## config.mk

```make
export PLATFORM = sky130hd
export DESIGN_NAME = pipe_stage_reg
export DESIGN_NICKNAME = d
export VERILOG_FILES = /design/src/rtl/pipe_pkg.sv /design/src/rtl/sat_counter.sv /design/src/rtl/pipe_stage_reg.sv
export SDC_FILE = /design/constraint.sdc
export NUM_CORES = 1
export LEC_CHECK = 0
export BUFFER_PORTS_ARGS = -buffer_cell sky130_fd_sc_hd__buf_2
export CAP_MARGIN = 0
export CORE_MARGIN = 4
export CORE_UTILIZATION = 43
export CTS_BUF_LIST = sky130_fd_sc_hd__clkbuf_4 sky130_fd_sc_hd__clkbuf_8 sky130_fd_sc_hd__clkbuf_16
export CTS_CLUSTER_SIZE = 8
export DETAILED_ROUTE_END_ITERATION = 16
export PLACE_DENSITY = 0.72
export SLEW_MARGIN = 5
export SYNTH_ARGS = -nofsm -noshare
export SYNTH_HDL_FRONTEND = slang
export SYNTH_HIERARCHICAL = 1
export SYNTH_SLANG_ARGS = --single-unit
```

## constraint.sdc

```tcl
create_clock -name clk -period 5.55 [get_ports clk]
set_input_delay 1.11 -clock clk [delete_from_list [all_inputs] [get_ports clk]]
set_output_delay 1.11 -clock clk [all_outputs]
set_load 0.02 [all_outputs]
```

## src/rtl/pipe_pkg.sv

```systemverilog
// Shared types and constants for the pipeline stage register.
package pipe_pkg;

    // Occupancy of the stage: nothing held, main register only, main plus skid.
    typedef enum logic [1:0] {
        EMPTY = 2'd0,
        ONE   = 2'd1,
        TWO   = 2'd2
    } state_t;

    // Default width of the stall/flush event counters.
    localparam int unsigned CNT_W_DEFAULT = 16;

endpackage : pipe_pkg

```

## src/rtl/sat_counter.sv

```systemverilog
// Saturating up-counter: increments by one when inc_i is high, holds at all-ones.
module sat_counter #(
    parameter int unsigned W = 16
) (
    input  logic         clk,
    input  logic         rst,
    input  logic         inc_i,
    output logic [W-1:0] cnt_o
);

    logic [W-1:0] cnt_q;
    logic [W-1:0] cnt_d;

    // Next value: step unless already saturated.
    always_comb begin
        cnt_d = cnt_q;
        if (inc_i && (cnt_q != {W{1'b1}})) begin
            cnt_d = cnt_q + W'(1);
        end
    end

    // Counter register, cleared only by reset.
    always_ff @(posedge clk or posedge rst) begin
        if (rst) begin
            cnt_q <= '0;
        end else begin
            cnt_q <= cnt_d;
        end
    end

    assign cnt_o = cnt_q;

endmodule : sat_counter

```

## src/rtl/pipe_stage_reg.sv

```systemverilog
// Pipeline stage register with optional skid buffer, flush and event counters.
// Build option: define PIPE_STAGE_SKID_EN to add the skid register and make
// in_ready a pure function of registered state; otherwise in_ready depends
// combinationally on out_ready and the stage holds at most one entry.
module pipe_stage_reg
    import pipe_pkg::*;
#(
    parameter int unsigned       WIDTH     = 64,
    parameter logic [WIDTH-1:0]  NOP_VALUE = '0,
    parameter int unsigned       CNT_W     = CNT_W_DEFAULT
) (
    input  logic             clk,
    input  logic             rst,
    input  logic             in_valid,
    output logic             in_ready,
    input  logic [WIDTH-1:0] in_data,
    input  logic             flush,
    output logic             out_valid,
    input  logic             out_ready,
    output logic [WIDTH-1:0] out_data,
    output logic [CNT_W-1:0] stall_cnt,
    output logic [CNT_W-1:0] flush_cnt
);

    state_t           state_q;
    logic [WIDTH-1:0] main_q;
    logic             out_valid_q;
    logic             in_fire;
    logic             out_fire;
    logic             stall_inc;

`ifdef PIPE_STAGE_SKID_EN
    logic [WIDTH-1:0] skid_q;
    // Accept whenever the skid slot is free; no path from out_ready.
    assign in_ready = (state_q != TWO);
`else
    // Accept when empty or when the held entry leaves this cycle.
    assign in_ready = !out_valid_q || out_ready;
`endif

    assign in_fire   = in_valid && in_ready;
    assign out_fire  = out_valid_q && out_ready;
    assign stall_inc = out_valid_q && !out_ready && !flush;

    // Occupancy FSM with main/skid storage; flush overrides every transfer.
    always_ff @(posedge clk or posedge rst) begin
        if (rst) begin
            state_q     <= EMPTY;
            main_q      <= NOP_VALUE;
            out_valid_q <= 1'b0;
`ifdef PIPE_STAGE_SKID_EN
            skid_q      <= NOP_VALUE;
`endif
        end else if (flush) begin
            state_q     <= EMPTY;
            main_q      <= NOP_VALUE;
            out_valid_q <= 1'b0;
`ifdef PIPE_STAGE_SKID_EN
            skid_q      <= NOP_VALUE;
`endif
        end else begin
            case (state_q)
                EMPTY: begin
                    if (in_fire) begin
                        state_q     <= ONE;
                        main_q      <= in_data;
                        out_valid_q <= 1'b1;
                    end
                end
                ONE: begin
                    if (in_fire && out_fire) begin
                        main_q <= in_data;
                    end else if (out_fire) begin
                        state_q     <= EMPTY;
                        main_q      <= NOP_VALUE;
                        out_valid_q <= 1'b0;
`ifdef PIPE_STAGE_SKID_EN
                    end else if (in_fire) begin
                        state_q <= TWO;
                        skid_q  <= in_data;
`endif
                    end
                end
`ifdef PIPE_STAGE_SKID_EN
                TWO: begin
                    if (out_fire) begin
                        state_q <= ONE;
                        main_q  <= skid_q;
                        skid_q  <= NOP_VALUE;
                    end
                end
`endif
                default: begin
                    state_q     <= EMPTY;
                    main_q      <= NOP_VALUE;
                    out_valid_q <= 1'b0;
                end
            endcase
        end
    end

    assign out_valid = out_valid_q;
    assign out_data  = main_q;

    sat_counter #(
        .W (CNT_W)
    ) u_stall_cnt (
        .clk   (clk),
        .rst   (rst),
        .inc_i (stall_inc),
        .cnt_o (stall_cnt)
    );

    sat_counter #(
        .W (CNT_W)
    ) u_flush_cnt (
        .clk   (clk),
        .rst   (rst),
        .inc_i (flush),
        .cnt_o (flush_cnt)
    );

endmodule : pipe_stage_reg

```

---- Word level (Yosys, flattened, before mapping) ----
Cells that the tools add are included.
storage, ports and cells
  bits in registers ....................... 99
  bits in latches ......................... 0
  RAM bits ................................ 0
  bits in read-only memories .............. 0
  bits of input ports ..................... 69
  output and inout bits ................... 98
  memories kept ........................... 0
operators by class
  $add $sub $neg .......................... 2
  $mul .................................... 0
  div/mod/pow operators ................... 0
  order comparisons ....................... 0
  equality and inequality tests ........... 7
  shift operators ......................... 0
  multiplexer cells ....................... 15
  bitwise gates (word level) .............. 0
  reduce and logical (&&, ||, !) cells .... 14
operator list
  kind                                           number
  two-way mux 64 bit                             4
  one-hot mux 64 bit (2 select lines)            1
  adder 16 x 1 -> 16 bit, second input constant  2
  inequality test 16 bit, second input constant  2
  inequality test 3 bit, second input constant   3
  two-way mux 2 bit                              4
  logical AND 1 bit                              7
  two-way mux 1 bit                              4
  inequality test 4 bit, second input constant   1
  one-hot mux 2 bit (2 select lines)             1
  logical NOT 1 bit                              3
  AND reduction 3 bit                            1
  == test 2 x 1 -> 1 bit, second input constant  1
  logical NOT 2 bit                              1
  one-hot mux 1 bit (2 select lines)             1
  AND reduction 2 bit                            1
  logical OR 1 bit                               1

---- Longest topological paths before layout ----
Gate-level depths: netlist of the first run.
  depth in word-level cells ............... 7
  depth in mapped cells ................... 8
  mapped depth without buffers ............ 7

---- By module ----
Netlist of the first run, hierarchy kept.
by module, submodules not included
  module          instances  cells an instance  area an instance (µm²)
  pipe_stage_reg  1          338                4129.0
  sat_counter     2          71                 805.8

---- Least setup slack after synthesis of the first run ----
No wires, ideal clock.
  kind .................................... input port to flip-flop
  start point ............................. in out_ready
  end point ............................... reg u_stall_cnt.cnt_q[14] (netlist: u_stall_cnt/cnt_o[14])
  setup time .............................. 0.125 ns
  arrival time ............................ 2.559 ns
  data required time ...................... 5.425 ns
  setup slack ............................. 2.866 ns
  stages .................................. 8
  buffers on the path ..................... 1
  cell sequence ........................... nor2b_1 -> buf_6 -> inv_1 -> nor2_1 -> and4_1 -> nand3_1 -> nor2_1 -> mux2_2
between the ends
  cells in the longest elaborated chain, start to end .. 4
RTL lines
  item                             RTL line              source
  start: declaration               pipe_stage_reg.sv:19  input logic out_ready,
  logical NOT 1 bit                pipe_stage_reg.sv:43  assign stall_inc = out_valid_q && !out_ready && !flush;
  logical AND 1 bit (2 in series)  pipe_stage_reg.sv:43
  net stall_inc                    pipe_stage_reg.sv:30  logic stall_inc;
  logical AND 1 bit                sat_counter.sv:17     if (inc_i && (cnt_q != {W{1'b1}})) begin
  end signal: assignment           sat_counter.sv:27     cnt_q <= cnt_d;
  end: declaration                 sat_counter.sv:11     logic [W-1:0] cnt_q;
The timed path passes the listed nets, and every way through them passes these cells.
A chain may end at the register's enable or synchronous reset.

---- Worst setup path in the final report of the first run ----
  start point ............................. in out_ready
  end point ............................... out in_ready
between the ends
  cells in the longest elaborated chain, start to end .. 1
RTL lines
  item              RTL line              source
  logical OR 1 bit  pipe_stage_reg.sv:38  assign in_ready = !out_valid_q || out_ready;
  end: declaration  pipe_stage_reg.sv:15  output logic in_ready,
No other way between the ends.

==> results.txt, run 1 <==
- Hold Path Depth: 1
- Final number of setup-violating endpoints: 0
- Row Count: 41
* Cell occurring most often along the worst timing path: buf_2
- For the worst-skew pair, the clock arrives at the later sink with an insertion delay of 0.35 ns.
- In this run the critical register-to-register path is launched from state_q[0].
* Area leader, netlist: dfrtp_1
* Number of library cell types mapped by synthesis: 35
* Maximum vdd drop: 0.178 mV
- STA classifies the critical path startpoint as a primary input.
* DRC marker count from the first detailed-route iteration: 317
- Clock Skew: 0.00493 ns
- Sequential-to-total area share from yosys stat: 42.3%
- During placement, the flow inserted port buffers numbering 166.
* Share of the core filled with cells: 53.6%
- Dividing the detail-routed wire length by the instance count gives 17.8 µm.
- Entering global routing, the biggest net connects 59 pins.
- After global routing the overflow that remains totals 0.
- After layout, the worst path uses 64.0% of the clock period.
- On the worst path, the slowest cell contributes a delay of 0.48 ns.
- The run finished with clean final reports.
- Placer congestion estimate: 0.800
- The library cell used most frequently in the layout, excluding fill and tap cells, is buf_2.
- Number of nets still failing antenna checks after routing: 0
- Post-Syn Area: 5740 µm²
- The number of global-route vias before repair is 4,570.
* Hold Crit Start: u_stall_cnt/cnt_o[10]
* Main area contributors after synthesis: dfrtp_1 (42%), o32ai_2 (8.5%), o221ai_2 (7.8%)
- Layout cell share with drive strength beyond 1: 43.1%
- Endpoint of the worst hold-timing path: u_stall_cnt/cnt_o[10]
* Clock tree buffer depth: 2
- Gates resized during post-CTS repair numbered 0.
- Number of diodes: 0
- Mean number of vias per cell: 5.59
- For the worst setup path, the data arrival time is 2.44 ns.
- In this run, synthesis inferred 0 flip-flops with an integrated enable.
* Peak fanout along the critical path: 34
- After routing, the total negative slack on setup checks comes to 0 ns.
- GRT Total Usage: 19.1%
* Asr flop ratio synth: 100%
* Layout-stage area growth over the synthesis result: 19.8%
- TritonCTS built the clock tree.
- The number of clock buffers added by TritonCTS is 9.
- The net count of the finished layout is 693.
- The first global-routing pass estimated 23,100 µm of wire.
- The analysis attributes to cell leakage a power of 3.20 nW.
- For this run, the leading register cell type out of synthesis is dfrtp_1.
- The total count of max-transition violations in the final report is 0.
- Total die area: 15,300 µm²
- The library cells used most frequently in the layout, excluding fill and tap cells, are buf_2 (166), dfrtp_1 (97), nand2b_1 (68).
- Placement-stage cell area: 6560 µm²
- Power per cell area: 293 nW/µm²
- Clock tree synthesis selected as its root buffer the cell clkbuf_16.
- H-tree depth: 3
* Clock net sink count: 97
* Warnings, synthesis: 6
- I/O pin total: 167
- Relative slew slack: 32.6%
* Setup slack, reg-to-reg: 2.62 ns
- Die extent in y: 124 µm
- The number of cells on the worst reg-to-reg path is 9.
- PnR worst setup slack: 2.00 ns
* Critical-path top delay cell: buf_4
* Hold crit path type: flip-flop to flip-flop
- The finished cells cover 6880 µm².
- Post-Route WL: 14,200 µm
- Total nets after synthesis: 551
- Synthesis produced 480 cells.
- Final hold analysis gives a worst-case slack of 0.511 ns.
* Hold buffer count at cts: 0
- Initial antenna violation count: 0
- From left edge to right edge, the die measures 124 µm.
* Fmax: 0.281 GHz
* Buffers inserted by post-CTS timing repair: 0
- By startpoint and endpoint, the worst setup path is classified as primary input to output port.
- Remaining routing DRC violations: 0
- Endpoint class of the critical path: output port
- Post-CTS clock slew at the launch and capture registers of the worst setup and hold paths: 0.07 ns
- The count of final hold-check violations is 0.
- Unrepaired setup endpoints after global routing: no
- Actual transition at the worst max-transition pin: 1.01 ns
* Number of detailed-route iterations in the first pass: 4
- Fraction of synthesized cell area taken by the top area cell type: 42.3%
- Series of cell instances along the critical path: buf_2 -> nor2b_4 -> buf_4 -> inv_1 -> buf_2
* Syn_area_per_cell: 12.0 µm²
- Placed wire-length estimate: 9750 µm
- For this configuration, the core starts out at a cell density of 44.8%.
- Prior to clock tree synthesis, the placed netlist has a worst setup slack of 1.93 ns.
- Max-capacitance violation count: 0
- Data on the critical path is required at its endpoint by 4.44 ns.
* Core footprint: 12,800 µm²
- In this run, synthesis produced a sequential element count of 97.
- R2r endpoint: u_stall_cnt/cnt_o[14]
* Final Critical Period: 3.55 ns
- The routed layout has 4,466 vias.
==> power by group <==
part | internal [mW] | switching (mW)
sequential | 0.780 | 0.0864
clock | 0.402 | 0.278
combinational | 0.184 | 0.284
total | 1.37 | 0.648
==> state kept, by name, indices dropped and copies added, names as in the netlist <==
name,flops
state_q,1
out_data,64
u_flush_cnt/cnt_o,16
u_stall_cnt/cnt_o,16
==> worst max-delay path by stage <==
stage              start               endpoint  cells after the start
2_1_floorplan        rst            out_data[0]                      1
3_3_place_gp   out_ready  u_stall_cnt/cnt_o[14]                      9
3_5_place_dp   out_ready  u_stall_cnt/cnt_o[14]                      9
4_1_cts        out_ready               in_ready                      5
5_1_grt        out_ready               in_ready                      5
6_report       out_ready               in_ready                      5
==> metrics by stage <==
stage	power (mW)	instances
5_1_grt	2.12	799
3_3_place_gp	1.34	783
2_1_floorplan	1.19	480
3_5_place_dp	1.35	783
4_1_cts	2.03	799
6_report	2.01	799
==> cell type report <==
type                       count  area [µm²]
clock inverter                 6        90.1
fill                        1127        5950
clock buffer                  10         233
sequential                    97        2430
tap                          172         215
timing repair buffer         172         876
multi-input combinational    337        3020
inverter                       5        18.8
==> Yosys cell counts, types with 3 or more instances <==
cell       count
buf_2          4
and3_1         8
inv_1          4
nor2_1         7
buf_6         13
buf_4          7
xnor2_1       22
nand3_1       14
o221ai_2      30
a21oi_1        5
mux2_2         5
o32ai_1        3
nand2b_1      68
o32ai_2       30
mux2i_1       33
nand4_1       10
nand4bb_1     31
nand2_1       43
dfrtp_1       97
and4_1         6
clkbuf_1      17
==> cells by family (layout without fill, tap and decap cells) <==
group | Yosys count | count (layout) | synth area share (%)
adder cells (fa/ha/maj) | 2 | 2 | 0.436
buffers and inverters | 46 | 193 | 5.25
AND/OR/NAND/NOR | 204 | 204 | 24.3
AO/OA/AOI/OAI | 71 | 71 | 17.7
multiplexers | 38 | 38 | 6.73
XOR/XNOR | 22 | 22 | 3.36
flip-flops | 97 | 97 | 42.3
==> worst max-delay path, delay by kind of cell <==
family / cells / cell delay, ns
buffers and inverters: 4 / 1.14
AND/OR/NAND/NOR: 1 / 0.17
==> metal layers <==
metal	part of all wire (%)	global-route usage, %	vias to the layer above
met3	5.6	3.93	22
met4	2.3	7.61	0
met5	0	0	-
li1	-	-	2078
met1	43	24.4	2236
met2	49	31.6	130
Note: power is estimated with default switching activity, not from simulation.
==> run 2, diff against run 1 <==
--- a/config.mk
+++ b/config.mk
@@ -12,7 +12,7 @@
 export CTS_BUF_LIST = sky130_fd_sc_hd__clkbuf_4 sky130_fd_sc_hd__clkbuf_8 sky130_fd_sc_hd__clkbuf_16
 export CTS_CLUSTER_SIZE = 8
 export DETAILED_ROUTE_END_ITERATION = 16
-export PLACE_DENSITY = 0.72
+export PLACE_DENSITY = 0.75
 export SLEW_MARGIN = 5
 export SYNTH_ARGS = -nofsm -noshare
 export SYNTH_HDL_FRONTEND = slang
==> constraint.sdc (replaced) <==
create_clock -name clk -period 3.2 [get_ports clk]
set_input_delay 0.64 -clock clk [delete_from_list [all_inputs] [get_ports clk]]
set_output_delay 0.64 -clock clk [all_outputs]
set_load 0.02 [all_outputs]
==> run 2 against run 1 <==
  * Wire length rose by 2.8%
  * First-iteration DRC count rose by 9.5%
  * Register-to-register slack got worse by 1.4 ns
  * Largest cell class unchanged
  * Core utilization rose by 0.36 points
  * Flip-flop and latch count did not move
  * Critical endpoint is now u_stall_cnt/cnt_o[14]
==> results.txt, run 2 (synthesis results as in run 1) <==
- The run finished with clean final reports.
- For this block, the routed nets add up to 14,600 µm of wire.
- I/O pin total: 167
- Relative to the synthesized area, the layout overhead comes to 20.6%.
- Vias in the first global route: 4,667
- The largest individual stage delay along the critical path comes from the cell and4_1.
- The register with the most flip-flops in the layout has 64 of them.
- Final number of setup-violating endpoints: 0
- Category of the most critical setup path: primary input to flip-flop
* Number of nets still failing antenna checks after routing: 0
- Power per cell area: 505 nW/µm²
* Series of cell instances along the critical path: buf_2 -> nor2b_4 -> inv_1 -> nor2_1 -> and4_1 -> nand3_1 -> nor2_1 -> mux2_2
* Portion of total power attributed to sequential cells: 43.0%
- For the final routed database, the setup TNS stands at 0 ns.
* Final net count: 698
* Top library cells by usage in the layout, fill and taps aside: buf_2 (166), dfrtp_1 (97), nand2b_1 (68)
- For this design the total switching power over the nets is 1.12 mW.
- At the pin with the least slew margin, the transition time is 0.914 ns.
- Peak fanout along the critical path: 6
- Mean number of vias per cell: 5.57
* Period utilisation layout: 63.2%
- For this run, design rule violations remaining after detail routing come to 0.
- Critical path's largest stage delay: 0.34 ns
- Entering global routing, the biggest net connects 66 pins.
- Detailed routing inserted a total of 4,472 vias.
* H-tree depth: 3
- Data on the critical path arrives at its endpoint at 2.26 ns.
- Number of diodes: 0
- Number of detailed-route iterations in the first pass: 5
- Leak Pwr: 3.23 nW
- After global routing the overflow that remains totals 0.
- Registers take 2430 µm².
- Of the total power, the share spent switching nets is 32.0%.
* Placed wire-length estimate: 10,100 µm
* Maximum vdd drop: 0.333 mV
- Source-to-sink clock delay at the later pin of the worst-skew pair: 0.35 ns
- Global-route wire length before repair: 23,600 µm
- In this run the tightest slew margin relative to its limit is 38.9%.
* Fmax: 0.494 GHz
* Starting utilization of the core area: 44.8%
* Combinational cell fraction of total power: 23.5%
- In this run the core area contains 41 standard-cell rows.
- Unrepaired setup endpoints after global routing: no
* Die extent in y: 124 µm
- STA puts the critical path data required time at 3.43 ns.
- Counting the fill cells in the layout gives 1,160.
* Post-cts sizing count: 0
* Clock Skew: 0.00490 ns
- The die covers 15,300 µm².
* Clock tree buffer depth: 2
* Buffers inserted by post-CTS timing repair: 0
* Number of hold violations in the final report: 0
* Endpoint class of the critical path: flip-flop
- Routability-driven placement finished with a final weighted congestion of 0.791.
* Post-CTS clock slew at the launch and capture registers of the worst setup and hold paths: 0.07 ns
- X dimension of the die: 124 µm
- The library cell used most frequently in the layout, excluding fill and tap cells, is buf_2.
- Max-capacitance violation count: 0
- The most numerous cell type found on the critical path is nor2_1.
- GRT Total Usage: 19.6%
- Hold repair after CTS inserted 0 buffers.
- Average wire length per cell after detail routing: 18.2 µm
- Element type at the critical path start: primary input
- In this run, the number of DRC markers left after iteration 0 of detailed routing was 347.
- The region available for standard cell placement spans 12,800 µm².
- Initial antenna violation count: 2
- In the final layout, the share of cells above drive strength 1 is 43.4%.
- Total power: 3.50 mW
* Share of power burned in the clock network: 33.5%
- The worst hold path belongs to the class primary input to asynchronous set/reset pin.
- Clk root buf: clkbuf_16
- Buffers placed on the I/O ports in this run total 166.
- Counting the buffers created by CTS gives 9.
- The tree built by TritonCTS fans out to 97 sinks.
- The total count of max-transition violations in the final report came to 0.
* Top Family by Delay on Critical Path: simple AND/OR/NAND/NOR gates
* Cell-internal power: 2.38 mW
- The number of buffers and inverters on the critical path is 2.
- Subtracting the final worst setup slack from the clock period gives 2.02 ns.
- Summing all multi-input logic gate instances after layout gives 3020 µm².
- TritonCTS built the clock tree.
run 2: changes by cell type in the layout (fill, tap and decap cells not counted), sizes merged:
cell,previous run,this run
buf,172,177
clkinv,2,1
clkinvlp,1,2
inv,6,5
run 2: metal layers:
| layer | global-route usage, % | part of all wire, % | up-vias |
|---|---|---|---|
| li1 | - | - | 2088 |
| met1 | 25.2 | 43 | 2218 |
| met2 | 32.1 | 48 | 141 |
| met3 | 4.94 | 7.1 | 21 |
| met4 | 6.99 | 1.8 | 4 |
| met5 | 0 | 0.20 | - |
run 2: cell type report:
| type | instances | area share [%] |
|---|---|---|
| Timing Repair Buffer | 177 | 13.4 |
| Multi-Input combinational cell | 337 | 43.6 |
| Clock buffer | 10 | 3.45 |
| Clock inverter | 5 | 1.16 |
| Inverter | 5 | 0.271 |
| Sequential cell | 97 | 35.0 |
| Tap cell | 172 | 3.11 |
run 2: metrics by stage:
step	instance area, µm²	instances	util [%]	worst slack, ns	hold slack (ns)
after floorplan	5740	480	-	0.934	0.554
after global placement	6610	788	51.5	0.926	0.495
after detailed placement	6610	788	51.5	0.831	0.505
after CTS	6930	803	54.0	1.21	0.387
after global routing	6930	803	54.0	1.03	0.416
final	6930	803	54.0	1.18	0.377
run 2: power by group through the flow:
stage / Clock [mW] / Sequential (mW) / Combinational (mW)
global route: 1.26 / 1.53 / 0.895
floorplan: 0 / 1.65 / 0.414
CTS: 1.20 / 1.50 / 0.833
global placement: 0 / 1.51 / 0.809
finish: 1.17 / 1.50 / 0.822
detailed placement: 0 / 1.52 / 0.834
run 2: worst paths after layout:
| check | startpoint | endpoint | slack [ns] | cells after the start |
|---|---|---|---|---|
| worst max-delay path | out_ready | u_stall_cnt/cnt_o[14] | 1.18 | 8 |
| worst min-delay path | rst | out_data[60] | 0.38 | 3 |
| worst max register to register | state_q[0] | u_stall_cnt/cnt_o[14] | 1.27 | 7 |
| worst min register to register | u_flush_cnt/cnt_o[15] | u_flush_cnt/cnt_o[15] | 0.52 | 1 |
| max in group asynchronous | rst | u_flush_cnt/cnt_o[1] | 2.41 | 2 |
| min in group clk | u_flush_cnt/cnt_o[15] | u_flush_cnt/cnt_o[15] | 0.52 | 1 |
run 2: tightest hold or removal path: cells and delay by family:
family,cells,cell delay (ns)
buffers and inverters,3,0.49
